--- config.mk ---
export PLATFORM = sky130hd
export DESIGN_NAME = demux4_4bit_reg
export DESIGN_NICKNAME = d
export VERILOG_FILES = /design/src/rtl/demux_pkg.sv /design/src/rtl/demux_chan_reg.sv /design/src/rtl/demux4_4bit_reg.sv
export SDC_FILE = /design/constraint.sdc
export NUM_CORES = 1
export LEC_CHECK = 0
export BUFFER_PORTS_ARGS = -buffer_cell sky130_fd_sc_hd__buf_2
export CELL_PAD_IN_SITES_DETAIL_PLACEMENT = 0
export CELL_PAD_IN_SITES_GLOBAL_PLACEMENT = 1
export CORE_AREA = 2 2 59 61
export CTS_BUF_LIST = sky130_fd_sc_hd__clkbuf_16
export DETAILED_ROUTE_END_ITERATION = 8
export DIE_AREA = 0 0 61 63
export PLACE_DENSITY_LB_ADDON = 0.1
export SLEW_MARGIN = 10
export SYNTH_ARGS = -nofsm -noshare
export SYNTH_HDL_FRONTEND = slang
export SYNTH_SLANG_ARGS = --single-unit
--- constraint.sdc ---
create_clock -name clk -period 2.8 [get_ports clk]
set_input_delay 0.56 -clock clk [delete_from_list [all_inputs] [get_ports clk]]
set_output_delay 0.56 -clock clk [all_outputs]
set_load 0.01 [all_outputs]
--- src/rtl/demux_pkg.sv ---
// rtl/demux_pkg.sv - shared constants and channel state encoding for the registered demux
package demux_pkg;

    localparam int NCH           = 4;
    localparam int SEL_W         = 2;
    localparam int DEFAULT_WIDTH = 4;

    typedef enum logic {
        CH_EMPTY = 1'b0,
        CH_FULL  = 1'b1
    } ch_state_t;

endpackage

--- src/rtl/demux_chan_reg.sv ---
// rtl/demux_chan_reg.sv - one-entry holding register with valid/ready handshake
module demux_chan_reg
    import demux_pkg::*;
#(
    parameter int WIDTH = DEFAULT_WIDTH
) (
    input  logic             clk,
    input  logic             rst_n,
    input  logic             load,
    input  logic [WIDTH-1:0] din,
    input  logic             ready,
    output logic [WIDTH-1:0] dout,
    output logic             valid
);

    ch_state_t        state_q;
    ch_state_t        state_d;
    logic [WIDTH-1:0] data_q;

    always_ff @(posedge clk) begin
        if (!rst_n) begin
            state_q <= CH_EMPTY;
            data_q  <= '0;
        end else begin
            state_q <= state_d;
            if (load) begin
                data_q <= din;
            end
        end
    end

    // A load wins over a drain, so drain plus refill in one cycle stays FULL.
    always_comb begin
        state_d = state_q;
        if (load) begin
            state_d = CH_FULL;
        end else if (state_q == CH_FULL && ready) begin
            state_d = CH_EMPTY;
        end
    end

    always_comb begin
        valid = (state_q == CH_FULL);
        dout  = data_q;
    end

endmodule

--- src/rtl/demux4_4bit_reg.sv ---
// rtl/demux4_4bit_reg.sv - registered 1-to-4 demux with per-channel holding registers
module demux4_4bit_reg
    import demux_pkg::*;
#(
    parameter int WIDTH = DEFAULT_WIDTH,
    parameter int CNT_W = 8
) (
    input  logic             clk,
    input  logic             rst_n,
    input  logic [WIDTH-1:0] in,
    input  logic [1:0]       s,
    input  logic             in_valid,
    output logic             in_ready,
    output logic [WIDTH-1:0] out0,
    output logic [WIDTH-1:0] out1,
    output logic [WIDTH-1:0] out2,
    output logic [WIDTH-1:0] out3,
    output logic [3:0]       out_valid,
    input  logic [3:0]       out_ready,
    output logic [CNT_W-1:0] xfer_cnt
);

    logic             acc;
    logic [NCH-1:0]   load;
    logic [WIDTH-1:0] dout [NCH];

    // Ready looks only at the addressed channel so a stall elsewhere never blocks.
    assign in_ready = rst_n & (~out_valid[s] | out_ready[s]);
    assign acc      = in_valid & in_ready;

    always_comb begin
        load    = '0;
        load[s] = acc;
    end

    for (genvar k = 0; k < NCH; k++) begin : g_chan
        demux_chan_reg #(
            .WIDTH(WIDTH)
        ) u_chan (
            .clk  (clk),
            .rst_n(rst_n),
            .load (load[k]),
            .din  (in),
            .ready(out_ready[k]),
            .dout (dout[k]),
            .valid(out_valid[k])
        );
    end

    assign out0 = dout[0];
    assign out1 = dout[1];
    assign out2 = dout[2];
    assign out3 = dout[3];

    always_ff @(posedge clk) begin
        if (!rst_n) begin
            xfer_cnt <= '0;
        end else if (acc) begin
            xfer_cnt <= xfer_cnt + 1'b1;
        end
    end

endmodule

# == Word level (Yosys, flattened, before mapping) ==
# Cells that the tools add are included.
# op_classes
add_sub_neg,1
mux,14
order_cmp,2
n_bitwise,5
n_reduce_logical,9
# ops
operator,count
two-way mux 1 bit,11
"adder 8 x 1 -> 8 bit, second input constant",1
nonzero test 2 bit,4
logical AND 1 bit,5
AND 4 bit,1
binary-select mux 1 bit (select 2 bit),2
"< comparator 2 x 3 -> 1 bit, second input constant",1
AND 1 bit,2
demux 1 bit (select 2 bit),1
"greater-or-equal comparator 2 x 1 -> 1 bit, second input constant",1
inverter 1 bit,1
bitwise OR 1 bit,1
# totals
reg_bits,28
output_inout_bits,29
word_cells,40

# == Logic depth before layout (Yosys ltp) ==
# Gate-level depths: netlist of run 1.
# depth
word_depth,8
ltp_mapped,5
mapped_depth_nobuf,4

# == Cells and area by module ==
# A second synthesis of run 1 with hierarchy kept.
# hier_totals
cells_unflattened,124
hier_area_um2,1256.2
# by_module_without_submodules
module,cells_per_inst,seq_area_each_um2,area_per_inst_um2,instances
demux_chan_reg,16,100.1,190.2,4
demux4_4bit_reg,60,160.2,495.5,1

# == Worst setup path after synthesis of run 1 ==
# OpenSTA, ideal clock, no wires.
# synth_path
kind,input to output
from,input s[0]
to,output in_ready
stages,4
t_required_ns,2.240
n_path_buf,2
t_arrival_ns,1.579
setup_slack_ns,0.661
cell_sequence,buf_6 -> mux4_2 -> clkbuf_1 -> nor2_1
# synth_via
elab_chain_len,5
word_cells_on_any_way,7
cone_classes,mux: 4; bitwise: 3
# synth_lines
item,line_no,rtl
start: declaration,demux4_4bit_reg.sv:11,"input logic [1:0] s,"
binary-select mux 1 bit (select 2 bit),demux4_4bit_reg.sv:28,assign in_ready = rst_n & (~out_valid[s] | out_ready[s]);
two-way mux 1 bit (implied by the code),demux4_4bit_reg.sv:28,
inverter 1 bit,demux4_4bit_reg.sv:28,
bitwise OR 1 bit (*),demux4_4bit_reg.sv:28,
AND 1 bit (*),demux4_4bit_reg.sv:28,
end: declaration,demux4_4bit_reg.sv:13,"output logic in_ready,"
# Every way passes the cells marked *; elsewhere a longest branch is shown, timed or not. The select of a mux whose other input is x is not followed.

# == Final worst setup path of run 1 ==
# Same ends and word-level chain as after synthesis.

==> results of run 1 <==
==> final timing paths <==
kind                          startpoint     endpoint  slack (ps)  depth (start not counted)
setup / recovery                    s[0]     in_ready         600                          4
hold / removal               xfer_cnt[7]  xfer_cnt[7]         480                          2
hold reg to reg              xfer_cnt[7]  xfer_cnt[7]         480                          2
setup reg to reg  g_chan[0].u_chan.valid  xfer_cnt[5]         960                          4
==> per-stage QoR <==
step                      total power, mW    util
after floorplan                    0.4591       -
after global placement             0.4838  0.4278
after detailed placement           0.4848  0.4278
after CTS                          0.9099  0.4603
after global routing               0.9394  0.4603
final                              0.8980  0.4603
==> layer usage <==
layer | up-vias | part of all wire | track usage | routed length [um]
met5 | - | 0 | 0 | 0
met4 | 0 | 0.020 | 0.06522 | 51
met3 | 4 | 0.044 | 0.04348 | 112
met2 | 24 | 0.47 | 0.2231 | 1195
met1 | 439 | 0.46 | 0.2123 | 1174
li1 | 503 | - | - | -
==> logic make-up (layout without fill, tap and decap cells) <==
group	Yosys count	count (layout)	share of synthesized area
compound gates	18	18	0.08724
fa+ha+maj	1	1	0.01064
simple gates	48	48	0.2159
buf+inv	11	47	0.05425
mux	17	17	0.1553
flops	28	28	0.4766
==> flip-flops by register name, indices dropped and copies added, names as in the netlist <==
name and flops:
g_chan.u_chan.dout 16, g_chan.u_chan.valid 4, xfer_cnt 8
==> synthesized netlist by cell type <==
cell	count
sky130_fd_sc_hd__o21ai_0	4
sky130_fd_sc_hd__and3_1	1
sky130_fd_sc_hd__nor3b_2	1
sky130_fd_sc_hd__or4_1	3
sky130_fd_sc_hd__nor4_2	1
sky130_fd_sc_hd__mux4_2	1
sky130_fd_sc_hd__buf_1	2
sky130_fd_sc_hd__o31ai_1	4
sky130_fd_sc_hd__buf_6	1
sky130_fd_sc_hd__o211ai_1	1
sky130_fd_sc_hd__ha_1	1
sky130_fd_sc_hd__nand2_1	5
sky130_fd_sc_hd__clkbuf_1	2
sky130_fd_sc_hd__nand4_1	4
sky130_fd_sc_hd__nand3_1	1
sky130_fd_sc_hd__dfxtp_1	28
sky130_fd_sc_hd__buf_4	4
sky130_fd_sc_hd__nor2_1	21
sky130_fd_sc_hd__inv_1	1
sky130_fd_sc_hd__mux2i_1	16
sky130_fd_sc_hd__or4b_2	1
sky130_fd_sc_hd__nor2b_1	4
sky130_fd_sc_hd__nand2b_1	2
sky130_fd_sc_hd__inv_2	1
sky130_fd_sc_hd__a21oi_1	9
sky130_fd_sc_hd__or3_1	4
==> critical path, delay by kind of cell <==
| family | cells | cell delay (ps) |
|---|---|---|
| mux | 1 | 670 |
| buf+inv | 2 | 290 |
| simple gates | 1 | 120 |
==> power by group through the flow <==
stage	clock (mW)	sequential, mW	combinational [mW]
6_report	0.424	0.414	0.0609
5_1_grt	0.456	0.415	0.0683
4_1_cts	0.434	0.414	0.0621
3_5_place_dp	0	0.423	0.0619
3_3_place_gp	0	0.423	0.0611
2_1_floorplan	0	0.425	0.0338
==> area by class of cell <==
| class | instances | area [um2] | area share |
|---|---|---|---|
| multi-input cells | 84 | 551.8 | 0.3709 |
| well taps | 46 | 57.56 | 0.03869 |
| flip-flops and latches | 28 | 560.5 | 0.3768 |
| clock inverters | 1 | 30.03 | 0.02018 |
| clock buffers | 3 | 75.07 | 0.05046 |
| inverters | 2 | 7.507 | 0.005046 |
| repair buffers | 41 | 205.2 | 0.1379 |
==> run metrics, run 1 <==
run status=finished clean; Initial DRT Pass Iterations=4; number of max-slew violations in the final report=0; count of vias placed by the detailed router=slightly below 1000; Static Leak=a little under 0.7 nW; clock tree from TritonCTS=yes; Mapped Nets=approximately 140; horizontal die dimension=a little over 60 um; stage delay of the slowest cell on the critical path=approximately 670 ps; Arrival @ worst endpoint=1640 ps; largest driver fanout on the critical path=17; slew at the pin with the worst max-slew slack=~770 ps; Setup WS pre-CTS=between 600 and 700 ps; kind of end point of the critical path=output pin; sequential element share of the synthesized area=0.4766; GRT Util Overall=0.1545; Total Die Area=around 3800 um2; die extent in y=around 63 um; reported net switching power=~0.18 mW; final-report hold violation count=0; standard-cell rows=21; Setup Buffers After CTS=0; CTS sink count=28; count of synthesis-stage warnings from yosys=0; largest buffer count on any clock path=2; achievable clock frequency=454.6 MHz; TritonCTS buffer count=3; net total in the final layout=174; CTS H-tree lvls=1; mean number of vias per cell=between 4 and 5; fraction of synthesized cell area taken by the top area cell type=0.4766; most common cell after layout, fill and taps aside=sky130_fd_sc_hd__buf_2; pin count of the biggest net entering global routing=29; required time reported for the critical path endpoint=about 2200 ps; final number of setup-violating endpoints=0; Peak supply drop=roughly 0.21 mV; Final period util=0.7856; Routed WL=roughly 2500 um; slowest stage cell, crit path=sky130_fd_sc_hd__mux4_2; finished layout cell area=1488 um2; cell type with the largest total area after synthesis=sky130_fd_sc_hd__dfxtp_1; total core area=3232 um2; setup_tns=0 ps; HPWL after detailed placement=1869 um; per-instance average area after synthesis=approximately 9.6 um2; relative max-transition margin=0.4798; clock input transition at the sequential cells of the worst setup and hold paths=~70 ps; number of buffers added on ports=41; starting utilization of the core area=0.3639; cts hold-fix bufs=0; post-layout minimum cycle time=around 2200 ps; top cells by area, synth=sky130_fd_sc_hd__dfxtp_1, sky130_fd_sc_hd__mux2i_1, sky130_fd_sc_hd__nor2_1; power density normalized to cell area=603.7 nW/um2; proportion of total power due to net switching=0.2012; GRT overflow=0; number of antenna violations at the first check in global routing=0; worst skew pair latency=260 ps; CTS root buffer=sky130_fd_sc_hd__clkbuf_16; most used cell, CP=sky130_fd_sc_hd__buf_2; setup ws final=about 600 ps; worst clock skew on the final layout=about 2.1 ps; area grow syn2layout=26.49%; combinational cell fraction of total power=0.068; worst setup path category=primary input to output pin; ratio of cells with drive above 1 in the final layout=0.3145; relative contribution of the clock network to total power=0.472; post-synthesis instance area=around 1200 um2; instance count after placement with tap cells included=201; last weighted congestion value of the routability-driven placer=between 0.7 and 0.8; worst hold margin=483.7 ps; number of global-route vias before repair=about 880; unrepaired setup endpoints after global routing=false; Iter 0 DRT Violations=between 70 and 80; Max Cap Violations=0; Final Non-Filler Cells=~200; Critical Path Start Type=primary input; commonest cells after routing, fill and taps aside=sky130_fd_sc_hd__buf_2, sky130_fd_sc_hd__dfxtp_1, sky130_fd_sc_hd__nor2_1, sky130_fd_sc_hd__mux2i_1, sky130_fd_sc_hd__a21oi_1; sequential power share=0.461; residual antenna-violating net count after detailed routing=0; DRC viols=0; I/O pins=42; standard cell area after detailed placement=approximately 1400 um2; library cells used by synthesis=26; register bit total from synthesis=28; classification of the worst-slack hold path=flop to flop; routed length per instance=12.36 um; number of instances in the synthesized netlist=123; Internal Pwr Total=0.7174 mW; cells along the critical path=buf_2, mux4_2, nor2_1, buf_2; Antenna Diode Count=0; post_cts resized=0; number of fill cells in the layout=approximately 340; wire length of the first global-routing pass=around 4300 um
Note: power is estimated with default switching activity, not from simulation.
==> inputs of run 2 (changes only) <==
CORE_AREA = 2 2 64 66   (was 2 2 59 61)
DIE_AREA = 0 0 66 68   (was 0 0 61 63)
clock period = 1.85 ns   (was 2.8 ns; I/O delays follow)
==> run metrics, run 2 (synthesized netlist as in run 1, its figures left out) <==
Total Power=1.367 mW (+52%); die extent in y=68 um (+7.9%); Arrival @ worst endpoint=1470 ps (-170 ps); achievable clock frequency=about 540 MHz; area grow syn2layout=37.77%; GRT overflow=0 (unchanged); Initial DRT Pass Iterations=4 (unchanged); clock input transition at the sequential cells of the worst setup and hold paths=70 ps (about the same); count of vias placed by the detailed router=1044 (+7.6%); routed length per instance=12.77 um (+3.4%); number of buffers added on ports=41 (unchanged); relative max-transition margin=0.7799 (+0.3001); post-layout minimum cycle time=around 1800 ps; setup ws final=9.723 ps (-590.5 ps); number of antenna violations at the first check in global routing=0 (unchanged); largest driver fanout on the critical path=3 (-14); worst setup path category=flop to output pin; Setup WS pre-CTS=9.398 ps (-591.5 ps); cts hold-fix bufs=0 (unchanged); HPWL after detailed placement=2036 um (+8.9%); Critical Path Start Type=flop; mean number of vias per cell=4.745 (+0.29%); setup_tns=0 ps (unchanged); commonest cells after routing, fill and taps aside=sky130_fd_sc_hd__buf_2, sky130_fd_sc_hd__dfxtp_1, sky130_fd_sc_hd__nor2_1, sky130_fd_sc_hd__mux2i_1, sky130_fd_sc_hd__buf_4; unrepaired setup endpoints after global routing=true; number of flip-flops under the largest register name=16 (unchanged); Static Leak=0.7558 nW (+9.7%); classification of the worst-slack hold path=primary input to flop; final-report hold violation count=0 (unchanged); Final Non-Filler Cells=220 (+7.3%); wire length of the first global-routing pass=4326 um (-0.48%); ratio of cells with drive above 1 in the final layout=0.4235 (+0.1091); worst skew pair latency=260 ps (about the same); slew at the pin with the worst max-slew slack=329.2 ps (-444.7 ps); total core area=3856 um2 (+19%); CTS root buffer=sky130_fd_sc_hd__clkbuf_16; Peak supply drop=0.3603 mV (+73%); worst hold margin=388.0 ps (-95.64 ps); last weighted congestion value of the routability-driven placer=0.7068 (-2.8%); sequential cell area in the final layout=565.5 um2 (+0.89%); area used by multi-input combinational logic=591.8 um2 (+7.3%); kind of end point of the critical path=output pin; final number of setup-violating endpoints=0 (unchanged); number of global-route vias before repair=954 (+8.3%); Final period util=0.9947; worst clock skew on the final layout=4.897 ps (+2.823 ps); residual antenna-violating net count after detailed routing=0 (unchanged); starting utilization of the core area=0.3050 (-0.05892); most common cell after layout, fill and taps aside=sky130_fd_sc_hd__buf_2; clock tree from TritonCTS=yes; TritonCTS buffer count=3 (unchanged); number of fill cells in the layout=438 (+30%); pin count of the biggest net entering global routing=28 (-3.4%); Final Core Density=0.4202 (-0.04013); horizontal die dimension=66 um (+8.2%); required time reported for the critical path endpoint=1480 ps (-760 ps); largest buffer count on any clock path=2 (unchanged); standard cell area after detailed placement=1455 um2 (+5.2%); CTS H-tree lvls=1 (unchanged); run status=finished clean; standard-cell rows=23 (+9.5%); power density normalized to cell area=843.6 nW/um2 (+40%); DRC viols=0 (unchanged); instance count after placement with tap cells included=214 (+6.5%); Antenna Diode Count=0 (unchanged); finished layout cell area=1620 um2 (+8.9%); I/O pins=42 (unchanged); Total Die Area=4488 um2 (+17%); number of max-slew violations in the final report=0 (unchanged); GRT Util Overall=0.1281 (-0.02637); net total in the final layout=185 (+6.3%); Iter 0 DRT Violations=37 (-49%); Routed WL=2810 um (+11%); CTS sink count=28 (unchanged); Max Cap Violations=0 (unchanged)
run 2: path summary, 6_finish.rpt:
check,startpoint,cells past startpoint,end,slack (ps)
max,g_chan[3].u_chan.valid,4,in_ready,10
min,in[2],3,g_chan[1].u_chan.dout[2],390
max reg2reg,g_chan[3].u_chan.valid,5,xfer_cnt[6],10
min reg2reg,g_chan[1].u_chan.valid,2,g_chan[1].u_chan.valid,480
run 2: final cells by class:
type | instances | share of cell area
clock inverters | 1 | 0.01853
flip-flops and latches | 28 | 0.3490
inverters | 2 | 0.004633
repair buffers | 52 | 0.1776
multi-input cells | 84 | 0.3653
well taps | 50 | 0.03861
clock buffers | 3 | 0.04633
run 2: routing by layer:
metal	part of all wire	up-vias	track usage	routed length (um)
li1	-	523	-	-
met1	0.43	499	0.1452	1200
met2	0.53	20	0.2386	1479
met3	0.040	2	0.02632	111
met4	0.0064	0	0.04592	18
met5	0	-	0	0
run 2: what timing repair did:
action / CTS / global route
resized for setup: 0 / 14
buffers inserted: 2 / 0
pin swaps: 0 / 3
setup endpoints to repair: 1 / 7
run 2: power by group:
group          internal (mW)  switching, mW  total (mW)
Sequential             0.616         0.0106       0.627
Combinational         0.0493         0.0589       0.108
Clock                  0.431          0.202       0.632
Total                   1.10          0.271        1.37
run 2: critical path, cell delays in order (launching register included):
cell and delay [ps]:
sky130_fd_sc_hd__dfxtp_2 320, sky130_fd_sc_hd__nor2b_1 120, sky130_fd_sc_hd__mux4_2 510, sky130_fd_sc_hd__nor2_1 130, sky130_fd_sc_hd__buf_2 140
